**src/rtl/bgr_startup_ctrl_pkg.sv**
```systemverilog
// Shared definitions for the bandgap startup sequencer: FSM state encoding,
// register word offsets, CTRL/STATUS bit positions and the STATUS word packer.
package bgr_startup_ctrl_pkg;

  // Encoding is visible on state_o and in STATUS[2:0], so the values are fixed.
  typedef enum logic [2:0] {
    ST_IDLE   = 3'd0,
    ST_PORST  = 3'd1,
    ST_SETTLE = 3'd2,
    ST_CHECK  = 3'd3,
    ST_READY  = 3'd4,
    ST_FAIL   = 3'd5
  } bgr_state_e;

  // Word offsets (wbs_adr_i[3:2])
  localparam logic [1:0] OFF_CTRL   = 2'd0;
  localparam logic [1:0] OFF_STATUS = 2'd1;
  localparam logic [1:0] OFF_PORST  = 2'd2;
  localparam logic [1:0] OFF_SETTLE = 2'd3;

  // CTRL bits
  localparam int CTRL_START = 0;
  localparam int CTRL_AUTO  = 1;
  localparam int CTRL_IRQEN = 2;

  // STATUS bits above the 3-bit state field
  localparam int STAT_READY = 3;
  localparam int STAT_DONE  = 4;
  localparam int STAT_FAIL  = 5;
  localparam int STAT_LOST  = 6;

  function automatic logic [31:0] status_word(input logic [2:0] st, input logic ready,
                                              input logic done, input logic fail,
                                              input logic lost);
    return {25'd0, lost, fail, done, ready, st};
  endfunction

endpackage

```
**src/rtl/bgr_startup_ctrl_if.sv**
```systemverilog
// Wishbone slave bus bundle for bgr_startup_ctrl. Signal suffixes are from the
// slave's point of view.
//  cyc_i/stb_i/we_i : cycle, strobe, write enable
//  sel_i            : byte selects (accepted, not used; all accesses are full-word)
//  adr_i/dat_i      : byte address, write data
//  ack_o/dat_o      : acknowledge, read data (0 outside the ack cycle)
interface bgr_startup_ctrl_if;
  logic        cyc_i;
  logic        stb_i;
  logic        we_i;
  logic [3:0]  sel_i;
  logic [31:0] adr_i;
  logic [31:0] dat_i;
  logic        ack_o;
  logic [31:0] dat_o;

  modport master (output cyc_i, stb_i, we_i, sel_i, adr_i, dat_i,
                  input  ack_o, dat_o);
  modport slave  (input  cyc_i, stb_i, we_i, sel_i, adr_i, dat_i,
                  output ack_o, dat_o);
endinterface

```
**src/rtl/bgr_sync2.sv**
```systemverilog
// Two-flop synchroniser for the asynchronous comparator flag.
//  clk_i : clock   rst_i : sync active-high reset (output clears to 0)
//  d_i   : async input   q_o : synchronised output, 2-cycle lag
module bgr_sync2 (
  input  logic clk_i,
  input  logic rst_i,
  input  logic d_i,
  output logic q_o
);
  logic [1:0] ff_q;

  always_ff @(posedge clk_i) begin
    if (rst_i) ff_q <= '0;
    else       ff_q <= {ff_q[0], d_i};
  end

  assign q_o = ff_q[1];
endmodule

```
**src/rtl/bgr_startup_ctrl.sv**
```systemverilog
// Wishbone-programmable startup sequencer for the bandgap reference macro.
// Pulses porst_o for PORST_CYC cycles, waits SETTLE_CYC cycles, then samples the
// synchronised comparator flag and reports READY/FAIL/LOST via STATUS and irq_o.
//  wb_clk_i, wb_rst_i : clock, synchronous active-high reset
//  wbs                : Wishbone slave bundle (2-cycle transfers, single-cycle ack)
//  bgr_ok_i           : asynchronous "vbg in range" flag
//  porst_o            : startup pulse to the macro's porst pin
//  irq_o              : level interrupt, IRQ_EN & (DONE|FAIL|LOST), registered
//  state_o            : current FSM state
module bgr_startup_ctrl
  import bgr_startup_ctrl_pkg::*;
#(
  parameter logic [31:0] BASE_ADDR  = 32'h3000_0000,
  parameter int          CNT_W      = 16,
  parameter logic [CNT_W-1:0] DEF_PORST  = 16'd100,
  parameter logic [CNT_W-1:0] DEF_SETTLE = 16'd1000
) (
  input  logic                wb_clk_i,
  input  logic                wb_rst_i,
  bgr_startup_ctrl_if.slave   wbs,
  input  logic                bgr_ok_i,
  output logic                porst_o,
  output logic                irq_o,
  output logic [2:0]          state_o
);

  bgr_state_e       state_q, state_d;
  logic [CNT_W-1:0] cnt_q, cnt_d;
  logic [CNT_W-1:0] porst_cyc_q, settle_cyc_q, porst_load;
  logic             auto_q, irq_en_q;
  logic             done_q, fail_q, lost_q, irq_q;
  logic             ack_q;
  logic [31:0]      dat_q, rdat;
  logic             ok_s;
  logic             req, hit, wr, rd;
  logic [1:0]       off;
  logic             wr_ctrl, wr_status, wr_porst, wr_settle, start;
  logic             set_done, set_fail, set_lost;
  logic             unused_bits;

  bgr_sync2 u_sync (
    .clk_i (wb_clk_i),
    .rst_i (wb_rst_i),
    .d_i   (bgr_ok_i),
    .q_o   (ok_s)
  );

  // ---------------- bus decode ----------------
  // A held strobe is blocked while ack is high, so transfers are always 2 cycles.
  assign req = wbs.cyc_i & wbs.stb_i & ~ack_q;
  assign hit = (wbs.adr_i[31:4] == BASE_ADDR[31:4]);
  assign off = wbs.adr_i[3:2];
  assign wr  = req & wbs.we_i & hit;
  assign rd  = req & ~wbs.we_i & hit;

  assign wr_ctrl   = wr && (off == OFF_CTRL);
  assign wr_status = wr && (off == OFF_STATUS);
  assign wr_porst  = wr && (off == OFF_PORST);
  assign wr_settle = wr && (off == OFF_SETTLE);
  assign start     = wr_ctrl & wbs.dat_i[CTRL_START];

  // Byte selects, the byte-lane address bits and unused data bits have no function.
  assign unused_bits = ^{wbs.sel_i, wbs.adr_i[1:0], wbs.dat_i};

  always_comb begin
    rdat = '0;
    case (off)
      OFF_CTRL: begin
        rdat[CTRL_AUTO]  = auto_q;
        rdat[CTRL_IRQEN] = irq_en_q;
      end
      OFF_STATUS: rdat = status_word(state_q, state_q == ST_READY, done_q, fail_q, lost_q);
      OFF_PORST:  rdat[CNT_W-1:0] = porst_cyc_q;
      OFF_SETTLE: rdat[CNT_W-1:0] = settle_cyc_q;
      default: ;
    endcase
  end

  // A zero PORST_CYC still gives a one-cycle pulse.
  assign porst_load = (porst_cyc_q == '0) ? CNT_W'(1) : porst_cyc_q;

  // ---------------- FSM ----------------
  always_ff @(posedge wb_clk_i) begin
    if (wb_rst_i) begin
      state_q <= ST_IDLE;
      cnt_q   <= '0;
    end else begin
      state_q <= state_d;
      cnt_q   <= cnt_d;
    end
  end

  always_comb begin
    state_d  = state_q;
    cnt_d    = cnt_q;
    set_done = 1'b0;
    set_fail = 1'b0;
    set_lost = 1'b0;
    case (state_q)
      ST_IDLE, ST_FAIL: begin
        if (start) begin
          state_d = ST_PORST;
          cnt_d   = porst_load;
        end
      end
      ST_PORST: begin
        if (cnt_q == CNT_W'(1)) begin
          state_d = ST_SETTLE;
          cnt_d   = settle_cyc_q;
        end else begin
          cnt_d = cnt_q - 1'b1;
        end
      end
      ST_SETTLE: begin
        // 0 and 1 both leave after one cycle
        if (cnt_q <= CNT_W'(1)) state_d = ST_CHECK;
        else                    cnt_d   = cnt_q - 1'b1;
      end
      ST_CHECK: begin
        if (ok_s) begin
          state_d  = ST_READY;
          set_done = 1'b1;
        end else begin
          state_d  = ST_FAIL;
          set_fail = 1'b1;
        end
      end
      ST_READY: begin
        // Loss of reference takes priority over a coincident START.
        if (!ok_s) begin
          set_lost = 1'b1;
          if (auto_q) begin
            state_d = ST_PORST;
            cnt_d   = porst_load;
          end else begin
            state_d = ST_FAIL;
          end
        end else if (start) begin
          state_d = ST_PORST;
          cnt_d   = porst_load;
        end
      end
      default: state_d = ST_IDLE;
    endcase
  end

  // ---------------- register file / handshake ----------------
  always_ff @(posedge wb_clk_i) begin
    if (wb_rst_i) begin
      ack_q        <= 1'b0;
      dat_q        <= '0;
      auto_q       <= 1'b0;
      irq_en_q     <= 1'b0;
      porst_cyc_q  <= DEF_PORST;
      settle_cyc_q <= DEF_SETTLE;
      done_q       <= 1'b0;
      fail_q       <= 1'b0;
      lost_q       <= 1'b0;
      irq_q        <= 1'b0;
    end else begin
      ack_q <= req;
      dat_q <= rd ? rdat : '0;
      if (wr_ctrl) begin
        auto_q   <= wbs.dat_i[CTRL_AUTO];
        irq_en_q <= wbs.dat_i[CTRL_IRQEN];
      end
      if (wr_porst)  porst_cyc_q  <= wbs.dat_i[CNT_W-1:0];
      if (wr_settle) settle_cyc_q <= wbs.dat_i[CNT_W-1:0];
      // hardware set wins over a same-cycle write-1-to-clear
      done_q <= set_done | (done_q & ~(wr_status & wbs.dat_i[STAT_DONE]));
      fail_q <= set_fail | (fail_q & ~(wr_status & wbs.dat_i[STAT_FAIL]));
      lost_q <= set_lost | (lost_q & ~(wr_status & wbs.dat_i[STAT_LOST]));
      irq_q  <= irq_en_q & (done_q | fail_q | lost_q);
    end
  end

  assign wbs.ack_o = ack_q;
  assign wbs.dat_o = dat_q;
  assign porst_o   = (state_q == ST_PORST);
  assign irq_o     = irq_q;
  assign state_o   = state_q;

endmodule

```
**src/flat_wrapper.sv**
```systemverilog
// flat-port wrapper written by rule: the top's interface ports become plain ports
module bgr_startup_ctrl_flat import bgr_startup_ctrl_pkg::*;
#(
  parameter logic [31:0] BASE_ADDR  = 32'h3000_0000,
  parameter int          CNT_W      = 16,
  parameter logic [CNT_W-1:0] DEF_PORST  = 16'd100,
  parameter logic [CNT_W-1:0] DEF_SETTLE = 16'd1000
)
  (wb_clk_i, wb_rst_i, bgr_ok_i, porst_o, irq_o, state_o, wbs_cyc_i, wbs_stb_i, wbs_we_i, wbs_sel_i, wbs_adr_i, wbs_dat_i, wbs_ack_o, wbs_dat_o);
  bgr_startup_ctrl_if wbs_i ();
  input  logic wb_clk_i;
  input  logic wb_rst_i;
  input  logic bgr_ok_i;
  output logic porst_o;
  output logic irq_o;
  output logic [2:0] state_o;
  input wire logic [$bits(wbs_i.cyc_i)-1:0] wbs_cyc_i;
  input wire logic [$bits(wbs_i.stb_i)-1:0] wbs_stb_i;
  input wire logic [$bits(wbs_i.we_i)-1:0] wbs_we_i;
  input wire logic [$bits(wbs_i.sel_i)-1:0] wbs_sel_i;
  input wire logic [$bits(wbs_i.adr_i)-1:0] wbs_adr_i;
  input wire logic [$bits(wbs_i.dat_i)-1:0] wbs_dat_i;
  output wire logic [$bits(wbs_i.ack_o)-1:0] wbs_ack_o;
  output wire logic [$bits(wbs_i.dat_o)-1:0] wbs_dat_o;
  assign wbs_i.cyc_i = wbs_cyc_i;
  assign wbs_i.stb_i = wbs_stb_i;
  assign wbs_i.we_i = wbs_we_i;
  assign wbs_i.sel_i = wbs_sel_i;
  assign wbs_i.adr_i = wbs_adr_i;
  assign wbs_i.dat_i = wbs_dat_i;
  assign wbs_ack_o = wbs_i.ack_o;
  assign wbs_dat_o = wbs_i.dat_o;
  bgr_startup_ctrl #(.BASE_ADDR(BASE_ADDR), .CNT_W(CNT_W), .DEF_PORST(DEF_PORST), .DEF_SETTLE(DEF_SETTLE)) u_core (.wb_clk_i(wb_clk_i), .wb_rst_i(wb_rst_i), .wbs(wbs_i), .bgr_ok_i(bgr_ok_i), .porst_o(porst_o), .irq_o(irq_o), .state_o(state_o));
endmodule
```
**config.mk**
```make
export PLATFORM = sky130hd
export DESIGN_NAME = bgr_startup_ctrl_flat
export DESIGN_NICKNAME = d
export VERILOG_FILES = /design/src/rtl/bgr_startup_ctrl_pkg.sv /design/src/rtl/bgr_startup_ctrl_if.sv /design/src/rtl/bgr_sync2.sv /design/src/rtl/bgr_startup_ctrl.sv /design/src/flat_wrapper.sv
export SDC_FILE = /design/constraint.sdc
export NUM_CORES = 1
export LEC_CHECK = 0
export ABC_AREA = 1
export CAP_MARGIN = 0
export CORE_MARGIN = 3
export CORE_UTILIZATION = 55
export DETAILED_ROUTE_END_ITERATION = 12
export GPL_ROUTABILITY_DRIVEN = 1
export PLACE_DENSITY_LB_ADDON = 0.08
export SETUP_SLACK_MARGIN = 0.4
export SYNTH_ARGS = -nofsm -noshare
export SYNTH_HDL_FRONTEND = slang
export SYNTH_SLANG_ARGS = --single-unit
```
**constraint.sdc**
```tcl
create_clock -name wb_clk_i -period 5 [get_ports wb_clk_i]
set_input_delay 0.75 -clock wb_clk_i [delete_from_list [all_inputs] [get_ports wb_clk_i]]
set_output_delay 0.75 -clock wb_clk_i [all_outputs]
set_load 0.02 [all_outputs]
```
# Word level (Yosys, flattened, before mapping)

Cells that the tools add are included.

$add $sub $neg: 1
Order comparisons: 1
Equality and inequality tests: 14
Muxes and demuxes: 22
Bitwise logic cells: 25
Reductions and logical operators: 12

Operators with widths:

| operator              | number |
|---|---|
| $mux 16               | 6 |
| $pmux 16 s4           | 1 |
| $pmux 13 s3           | 1 |
| $eq 28x26->1 const B  | 1 |
| $eq 16x1->1 const B   | 1 |
| $le 16x1->1 const B   | 1 |
| $logic_not 16->1      | 1 |
| $sub 16x1->16 const B | 1 |
| $mux 3                | 5 |
| $pmux 3 s5            | 1 |
| $and 1x1->1           | 14 |
| $pmux 2 s4            | 1 |
| $eq 3x2->1 const B    | 2 |
| $eq 3x3->1 const B    | 2 |
| $mux 1                | 6 |
| $not 1->1             | 6 |
| $or 1x1->1            | 5 |
| $eq 2x2->1 const B    | 2 |
| $logic_and 1x1->1     | 4 |
| $ne 2x1->1 const B    | 2 |
| $reduce_bool 4->1     | 1 |
| $reduce_or 2->1       | 2 |
| $eq 3x1->1 const B    | 1 |
| $logic_not 3->1       | 1 |
| other kinds (7)       | 7 |

Flip-flop bits (word level): 92
Input port bits: 74
Output and inout bits: 38
Logic and storage cells: 89

# Depth between registers and ports, before layout

Gate-level depths: netlist of run 1.

Depth after elaboration: 9
Gate-level depth with buffers: 15
Mapped depth without buffers: 15

# Hierarchy

From an unflattened synthesis of run 1, not the netlist that was laid out.

Cells, all modules: 737
Area, all modules: 4690.7 um^2

By module, submodules not included:

| module           | instances | cells each | area an instance (um^2) | sequential area each (um^2) |
|---|---|---|---|---|
| bgr_startup_ctrl | 1         | 731        | 4635.7                  | 1481.4 |
| bgr_sync2        | 1         | 6          | 55.1                    | 40.0 |

# Worst setup path before layout of run 1

Ideal clock, no wire load.

Kind: in2reg
From: input wbs_adr_i[4]
To: register u_core.settle_cyc_q[14]
Library setup time: 144 ps
Data arrival time: 1869 ps
Data required time: 4856 ps
Slack: 2987 ps
Cell stages on the path: 9
Cell sequence: inv_1 nand2_1 nor2_1 nand3_2 nor3_4 nand2_4 buf_6 nor2_1 a211oi_2

Word-level cells in the longest chain between the ends: 3

RTL lines:

| element              | RTL line                | text |
|---|---|---|
| start, declared      | flat_wrapper.sv:21      | `input wire logic [$bits(wbs_i.adr_i)-1:0] wbs_adr_i;` |
| $eq 28x26->1         | bgr_startup_ctrl.sv:51  | `assign hit = (wbs.adr_i[31:4] == BASE_ADDR[31:4]);` |
| $and 1x1->1          | bgr_startup_ctrl.sv:53  | `assign wr = req & wbs.we_i & hit;` |
| $logic_and 1x1->1    | bgr_startup_ctrl.sv:59  | `assign wr_settle = wr && (off == OFF_SETTLE);` |
| end signal, assigned | bgr_startup_ctrl.sv:168 | `if (wr_settle) settle_cyc_q <= wbs.dat_i[CNT_W-1:0];` |
| end, declared        | bgr_startup_ctrl.sv:29  | `logic [CNT_W-1:0] porst_cyc_q, settle_cyc_q, porst_load;` |

No other way between the ends.
A chain may end at the register's enable or synchronous reset.

# Final worst setup path of run 1

From: input wbs_adr_i[30]
To: register u_core.cnt_q[14]

Word-level cells in the longest chain between the ends: 7

RTL lines:

| element               | RTL line               | text |
|---|---|---|
| $eq 28x26->1 (*)      | bgr_startup_ctrl.sv:51 |  |
| $and 1x1->1 (*)       | bgr_startup_ctrl.sv:53 |  |
| $logic_and 1x1->1 (*) | bgr_startup_ctrl.sv:56 | `assign wr_ctrl = wr && (off == OFF_CTRL);` |
| $and 1x1->1 (*)       | bgr_startup_ctrl.sv:60 | `assign start = wr_ctrl & wbs.dat_i[CTRL_START];` |
| $mux 16 (*)           | n/a                    |  |
| $mux 16               | n/a                    |  |
| $pmux 16 s4 (*)       | n/a                    |  |
| end signal, assigned  | bgr_startup_ctrl.sv:89 | `cnt_q <= cnt_d;` |
| end, declared         | bgr_startup_ctrl.sv:28 | `logic [CNT_W-1:0] cnt_q, cnt_d;` |

Every way passes the cells marked *; elsewhere a longest branch is shown, timed or not.

==> flow_summary_export.csv, run 1 <==
group,metric,value,unit
run_status,run_status,"completed",
setup_path,worstPathCellList,"clkdlybuf4s50_1, inv_1, nand2_1, nor2_1, nand2_1, nor2_1, nand2_1, nor2_1, nand4_1, nand2_1, nand2_1, nand2_1, nand2_2, a21oi_2",
setup_path,timing.critical_path.from_type,"primary input",
logic_synthesis,yosys_most_used_dff,"dfxtp_1",
sta,max_slew_margin,0.368,
global_route,grt_max_degree,50,
placed_design,gp_congestion,0.923,
logic_synthesis,yosys-top-cells-area,"dfxtp_1 (32%), nand2_1 (13%), nor2_1 (8.1%)",
die,dieArea,9910,sq um
clock_tree,htreeDepth,3,
power,p_per_area,528,nW/um^2
power,leakage,2.45,nW
global_route,grt_antenna_before_repair,0,
cells_and_area,fin_nets,846,
logic_synthesis,ys_warn_count,0,
logic_synthesis,synth_top_area_frac,0.316,
cells_and_area,multi_input_area,2700,sq um
setup_path,required,5310,ps
sta,fmax,0.370,GHz
sta,clock_skew,13.3,ps
drt,vias,4923,
clock_tree,cts_resized,0,
die,io_pins,112,
sta,maxSlewViolCount,0,
global_route,grt_usage,0.282,
setup_path,cp_max_fo,11,
clock_tree,numCtsBuffers,9,
sta,period_share,0.541,
clock_tree,cts_tree,"yes",
placed_design,hpwl,10300,um
logic_synthesis,ys_types,45,
global_route,grt_pass1_wl,22300,um
sta,setup_viol,0,
power,irDropWorstVdd,0.000396,V
worst_hold_path,min_path_type,"reg -> reg",
setup_path,setup.worst_path.end_class,"flop",
die,core,8340,sq um
clock_tree,cts.path.max_buffers,2,
drt,ant_nets,0,
logic_synthesis,synth_edf_count,0,
setup_path,slowest_delay,570,ps
cells_and_area,register_area,1520,sq um
setup_path,crit_top_cell,"nand2_1",
global_route,grt_pass1_vias,4678,
sta,rsz0062_at_grt,"false",
drt,post_drt_wl_per_cell,15.9,um
drt,drt-pass1-iter-count,8,
logic_synthesis,synth-seq-cells,76,
clock_tree,path_clk_slew,100,ps
drt,routed_wl,14000,um
clock_tree,cts.root.buffer_cell,"clkbuf_8",
logic_synthesis,synth.most_common_cell,"nand2_1",
die,die_h,99.5,um
drt,via_per_inst,5.59,
logic_synthesis,synth_commonest_cells,"nand2_1 (172), nor2_1 (104), inv_1 (84)",
cells_and_area,fill_cells,721,
clock_tree,cts.sinks,76,
die,initial_core_util,0.577,
clock_tree,post-cts-setup-buffers,0,
global_route,gr-total-overflow,0,
clock_tree,insertion_delay,370,ps
logic_synthesis,syn_area,4810,sq um
logic_synthesis,ys_seq_area_frac,0.316,
run,maxCapViolations,0,
logic_synthesis,synth_cells,707,
worst_hold_path,whs_path_depth,2,
sta,hold_viol,0,
drt,drt_first_iter_violations,410,
setup_path,r2r_cells,9,
logic_synthesis,async_flop_share,0,
sta,worst_pin_slew,941,ps
cells_and_area,drive_gt1_frac,0.117,
cells_and_area,syn2layout_area_growth,18.5,%
drt,drc,0,
logic_synthesis,synth_largest_area_cell,"dfxtp_1",
placed_design,io_buffers,73,
sta,fin_tns_setup,0,ps
die,die_w,99.5,um
cells_and_area,finish.utilization,0.684,
cells_and_area,antennaDiodeCount,0,
setup_path,crit_slowest_cell,"nor2_1",
setup_path,arrival,3010,ps
setup_path,path_class,"in -> reg",
clock_tree,ctsHoldBuffers,0,
sta,period_minus_slack,2700,ps
die,row_count,33,
logic_synthesis,syn_avg_cell_area,6.80,sq um
## critical path, delay by kind of cell
| kind | cells | cell delay [ps] |
|---|---|---|
| compound gates | 1 | 100 |
| buf+inv | 2 | 550 |
| simple gates | 11 | 1640 |
## power breakdown
group          switching [mW]  internal [mW]  total (mW)
logic                    1.05          0.609        1.66
registers               0.103          0.680       0.783
clock network           0.273          0.291       0.564
## cell usage in the layout (no fill, tap or decap), types with 3 or more instances in the layout
| master | Yosys | final |
|---|---|---|
| dfxtp_1 | 76 | 76 |
| nor2_2 | 5 | 5 |
| nand2_4 | 5 | 5 |
| o21ai_0 | 10 | 10 |
| nor3_1 | 9 | 9 |
| xor2_1 | 6 | 6 |
| o211ai_1 | 11 | 11 |
| clkdlybuf4s50_1 | 0 | 72 |
| a211oi_2 | 23 | 23 |
| nand2_2 | 8 | 8 |
| nand4_1 | 19 | 19 |
| nand3_2 | 5 | 5 |
| inv_1 | 84 | 84 |
| clkbuf_8 | 0 | 9 |
| a21oi_2 | 5 | 5 |
| xnor2_1 | 4 | 4 |
| o22ai_1 | 10 | 10 |
| conb_1 | 1 | 16 |
| nand2_1 | 172 | 172 |
| inv_2 | 9 | 9 |
| clkinv_1 | 6 | 6 |
| o21a_1 | 3 | 3 |
| nor2_1 | 104 | 104 |
| a221oi_1 | 4 | 4 |
| nand3_1 | 35 | 35 |
| a21oi_1 | 34 | 34 |
## metrics by stage
step           worst slack (ps)  std cells  power [mW]  cell area [sq um]  hold WS, ps
4_1_cts                    2340        880        2.99               5700          411
5_1_grt                    2120        880        3.23               5700          429
2_1_floorplan              2990        722        2.12               4870          388
3_3_place_gp               2040        864        2.38               5470          392
6_report                   2300        880        3.01               5700          407
3_5_place_dp               1960        864        2.43               5470          397
## routing by layer
metal / GRT usage / up-vias / wire (um)
li1: - / 2385 / -
met1: 0.348 / 2238 / 5740
met2: 0.463 / 254 / 6420
met3: 0.0575 / 46 / 1240
met4: 0.151 / 0 / 599
met5: 0 / - / 0
## cells by family after synthesis
kind of cell               count (synthesis)  share of synthesized area
and+or+nand+nor                          374                      0.358
buffers and inverters                    138                      0.134
DFF                                       76                      0.316
AOI/OAI and AO/OA                        106                      0.168
xor gates and xnor gates                  10                     0.0182
adders and majority gates                  2                    0.00520
other                                      1                   0.000779
## sequential cells by signal, summed over array words and instances (netlist names)
name	count
u_core.done_q	1
u_core.irq_en_q	1
u_core.cnt_q	16
u_core.lost_q	1
u_core.wbs.ack_o	1
u_core.u_sync.ff_q	2
u_core.fail_q	1
u_core.state_o	3
u_core.porst_cyc_q	16
u_core.irq_o	1
u_core.settle_cyc_q	16
u_core.auto_q	1
u_core.wbs.dat_o	16
## final timing paths
check,from,to,slack [ps]
setup / recovery,wbs_adr_i[30],u_core.cnt_q[14],2300
setup reg to reg,u_core.state_o[1],u_core.cnt_q[3],2490
hold reg to reg,u_core.u_sync.ff_q[0],u_core.u_sync.ff_q[1],410
hold / removal,u_core.u_sync.ff_q[0],u_core.u_sync.ff_q[1],410
## final cells by class
class | instances | area share
Inverter | 100 | 0.0661
Clock inverter | 7 | 0.0189
Sequential cell | 76 | 0.267
Tap cell | 105 | 0.0230
Timing Repair Buffer | 75 | 0.130
Multi-Input combinational cell | 508 | 0.474
Clock buffer | 9 | 0.0217
No activity file was read; power rests on OpenSTA's default activity.
==> inputs of run 2 (changes only) <==
CORE_UTILIZATION = 46   (was 55)
clock period = 2.2 ns   (was 5 ns; I/O delays follow)
==> run 2 against run 1 <==
Utilization down 3.2 points. Via count up 2.9%. Worst hold slack worse by 200 ps. Sequential power increased by 140%. Routed wire length is 9.3% higher. Total power rose to 2.5 times the previous value. Sequential share of layout area decreased by 2.7 points. Non-clock buffer count is 46 higher. Worst setup slack worse by 1900 ps. Clock power increased by 84%. Critical endpoint is now u_core.cnt_q[10]. Largest cell class unchanged.
==> flow_summary_export.csv, run 2 (synthesized netlist as in run 1, its figures left out) <==
group,metric,value,unit
drt,met3_length,1090,um
drt,drt-pass1-iter-count,5,
cells_and_area,final_common_cell,"nand2_1",
placed_design,post-place-cells,915,
setup_path,crit_family,"simple AND/OR/NAND/NOR gates",
clock_tree,cts.sinks,76,
drt,wl_met1,6570,um
cells_and_area,drive_gt1_frac,0.266,
placed_design,io_buffers,73,
drt,top_layer,"met4",
setup_path,arrival,2010,ps
worst_hold_path,min_path_type,"in -> reg",
sta,rsz0062_at_grt,"true",
sta,max_slew_margin,0.663,
drt,vias,5068,
cells_and_area,fin_nets,892,
global_route,grt_usage,0.256,
die,io_pins,112,
setup_path,timing.critical_path.from_type,"flop",
clock_tree,path_clk_slew,90,ps
setup_path,cp_num_buf_inv,4,
cells_and_area,syn2layout_area_growth,34.9,%
die,initial_core_util,0.483,
clock_tree,insertion_delay,360,ps
sta,hold_viol,0,
clock_tree,cts_tree,"yes",
sta,period_share,0.805,
setup_path,setup.worst_path.end_class,"flop",
cells_and_area,antennaDiodeCount,0,
setup_path,path_class,"reg -> reg",
run,maxCapViolations,0,
sta,period_minus_slack,1770,ps
clock_tree,ctsHoldBuffers,0,
setup_path,crit_slowest_cell,"dfxtp_4",
drt,ant_nets,0,
sta,worst_pin_slew,505,ps
setup_path,worstPathCellList,"inv_2, nand3_1, inv_2, nand4_4, clkinv_4, buf_4, a21oi_2, o21a_1, nand2_1, nand2_2, a21oi_2",
clock_tree,htreeDepth,3,
drt,drc,0,
setup_path,slowest_delay,420,ps
global_route,gr-total-overflow,0,
drt,via_per_inst,5.31,
global_route,grt_pass1_wl,23300,um
setup_path,cp_max_fo,7,
cells_and_area,mostFrequentLayoutCells,"nand2_1 (161), nor2_1 (78), inv_1 (70), dfxtp_1 (59), clkdlybuf4s50_1 (43)",
die,die_h,108,um
cells_and_area,final_cells,954,
die,row_count,36,
die,core,9950,sq um
drt,post_drt_wl_per_cell,16.0,um
sta,setup_viol,0,
sta,fin_tns_setup,0,ps
drt,drt_first_iter_violations,385,
power,irDropWorstVdd,0.000881,V
sta,clock_skew,12.2,ps
die,dieArea,11700,sq um
run_status,run_status,"completed",
placed_design,gp_congestion,0.981,
global_route,grt_max_degree,48,
power,p_per_area,1180,nW/um^2
clock_tree,numCtsBuffers,9,
setup_path,required,2440,ps
power,leakage,2.97,nW
global_route,grt_pass1_vias,4782,
sta,maxSlewViolCount,0,
placed_design,hpwl,10800,um
die,die_w,108,um
sta,fmax,0.565,GHz
clock_tree,cts.root.buffer_cell,"clkbuf_8",
drt,wl_met2,7180,um
clock_tree,cts.path.max_buffers,2,
global_route,grt_antenna_before_repair,0,
drt,routed_wl,15300,um
[run 2: cell count changes in the layout (fill, tap and decap cells not counted), moves of 14 or more]
cell,before,now
buf_4,2,34
nor2_2,5,24
dfxtp_1,76,59
nor2_1,104,78
dlymetal6s2s_1,0,28
clkdlybuf4s50_1,72,43
inv_1,84,70
[run 2: report_power, final]
part           internal, mW  switching (mW)  total [mW]
combinational          1.97            2.79        4.75
sequential             1.60           0.278        1.87
clock                 0.437           0.601        1.04
total                  4.00            3.67        7.66
[run 2: worst paths after layout]
kind,endpoint,startpoint,depth (start not counted),slack (ps)
worst min register to register,u_core.u_sync.ff_q[1],u_core.u_sync.ff_q[0],2,410
worst min-delay path,u_core.wbs.ack_o,wb_rst_i,2,200
worst max register to register,u_core.cnt_q[10],u_core.state_o[1],11,430
worst max-delay path,u_core.cnt_q[10],u_core.state_o[1],11,430
[run 2: repair_timing]
action,4_1_cts,5_1_grt
pin swaps,3,43
setup endpoints to repair,43,52
resized for setup,33,124
cloned,0,2
setup buffers,8,13
[run 2: cell type report]
| class | instances | area [sq um] |
|---|---|---|
| fill | 914 | 3460 |
| multi-input combinational | 508 | 2950 |
| sequential | 76 | 1560 |
| timing repair buffer | 121 | 1240 |
| inverter | 100 | 398 |
| tap | 133 | 166 |
| clock buffer | 9 | 124 |
| clock inverter | 7 | 65.1 |
[run 2: metal layers]
metal | global-route usage | up-vias
li1 | - | 2475
met1 | 0.332 | 2331
met2 | 0.428 | 226
met3 | 0.0460 | 36
met4 | 0.0938 | 0
met5 | 0 | -
[run 2: metrics by stage]
stage               cell area, sq um  power, mW  utilization  hold WS (ps)  setup WS (ps)
global route                    6490       8.27        0.652           208            359
detailed placement              5700       5.61        0.573           402          -12.7
global placement                5700       5.53        0.573           393           43.3
CTS                             6040       6.90        0.607           201            388
finish                          6490       7.66        0.652           203            429
floorplan                       4870       4.82            -           388            511
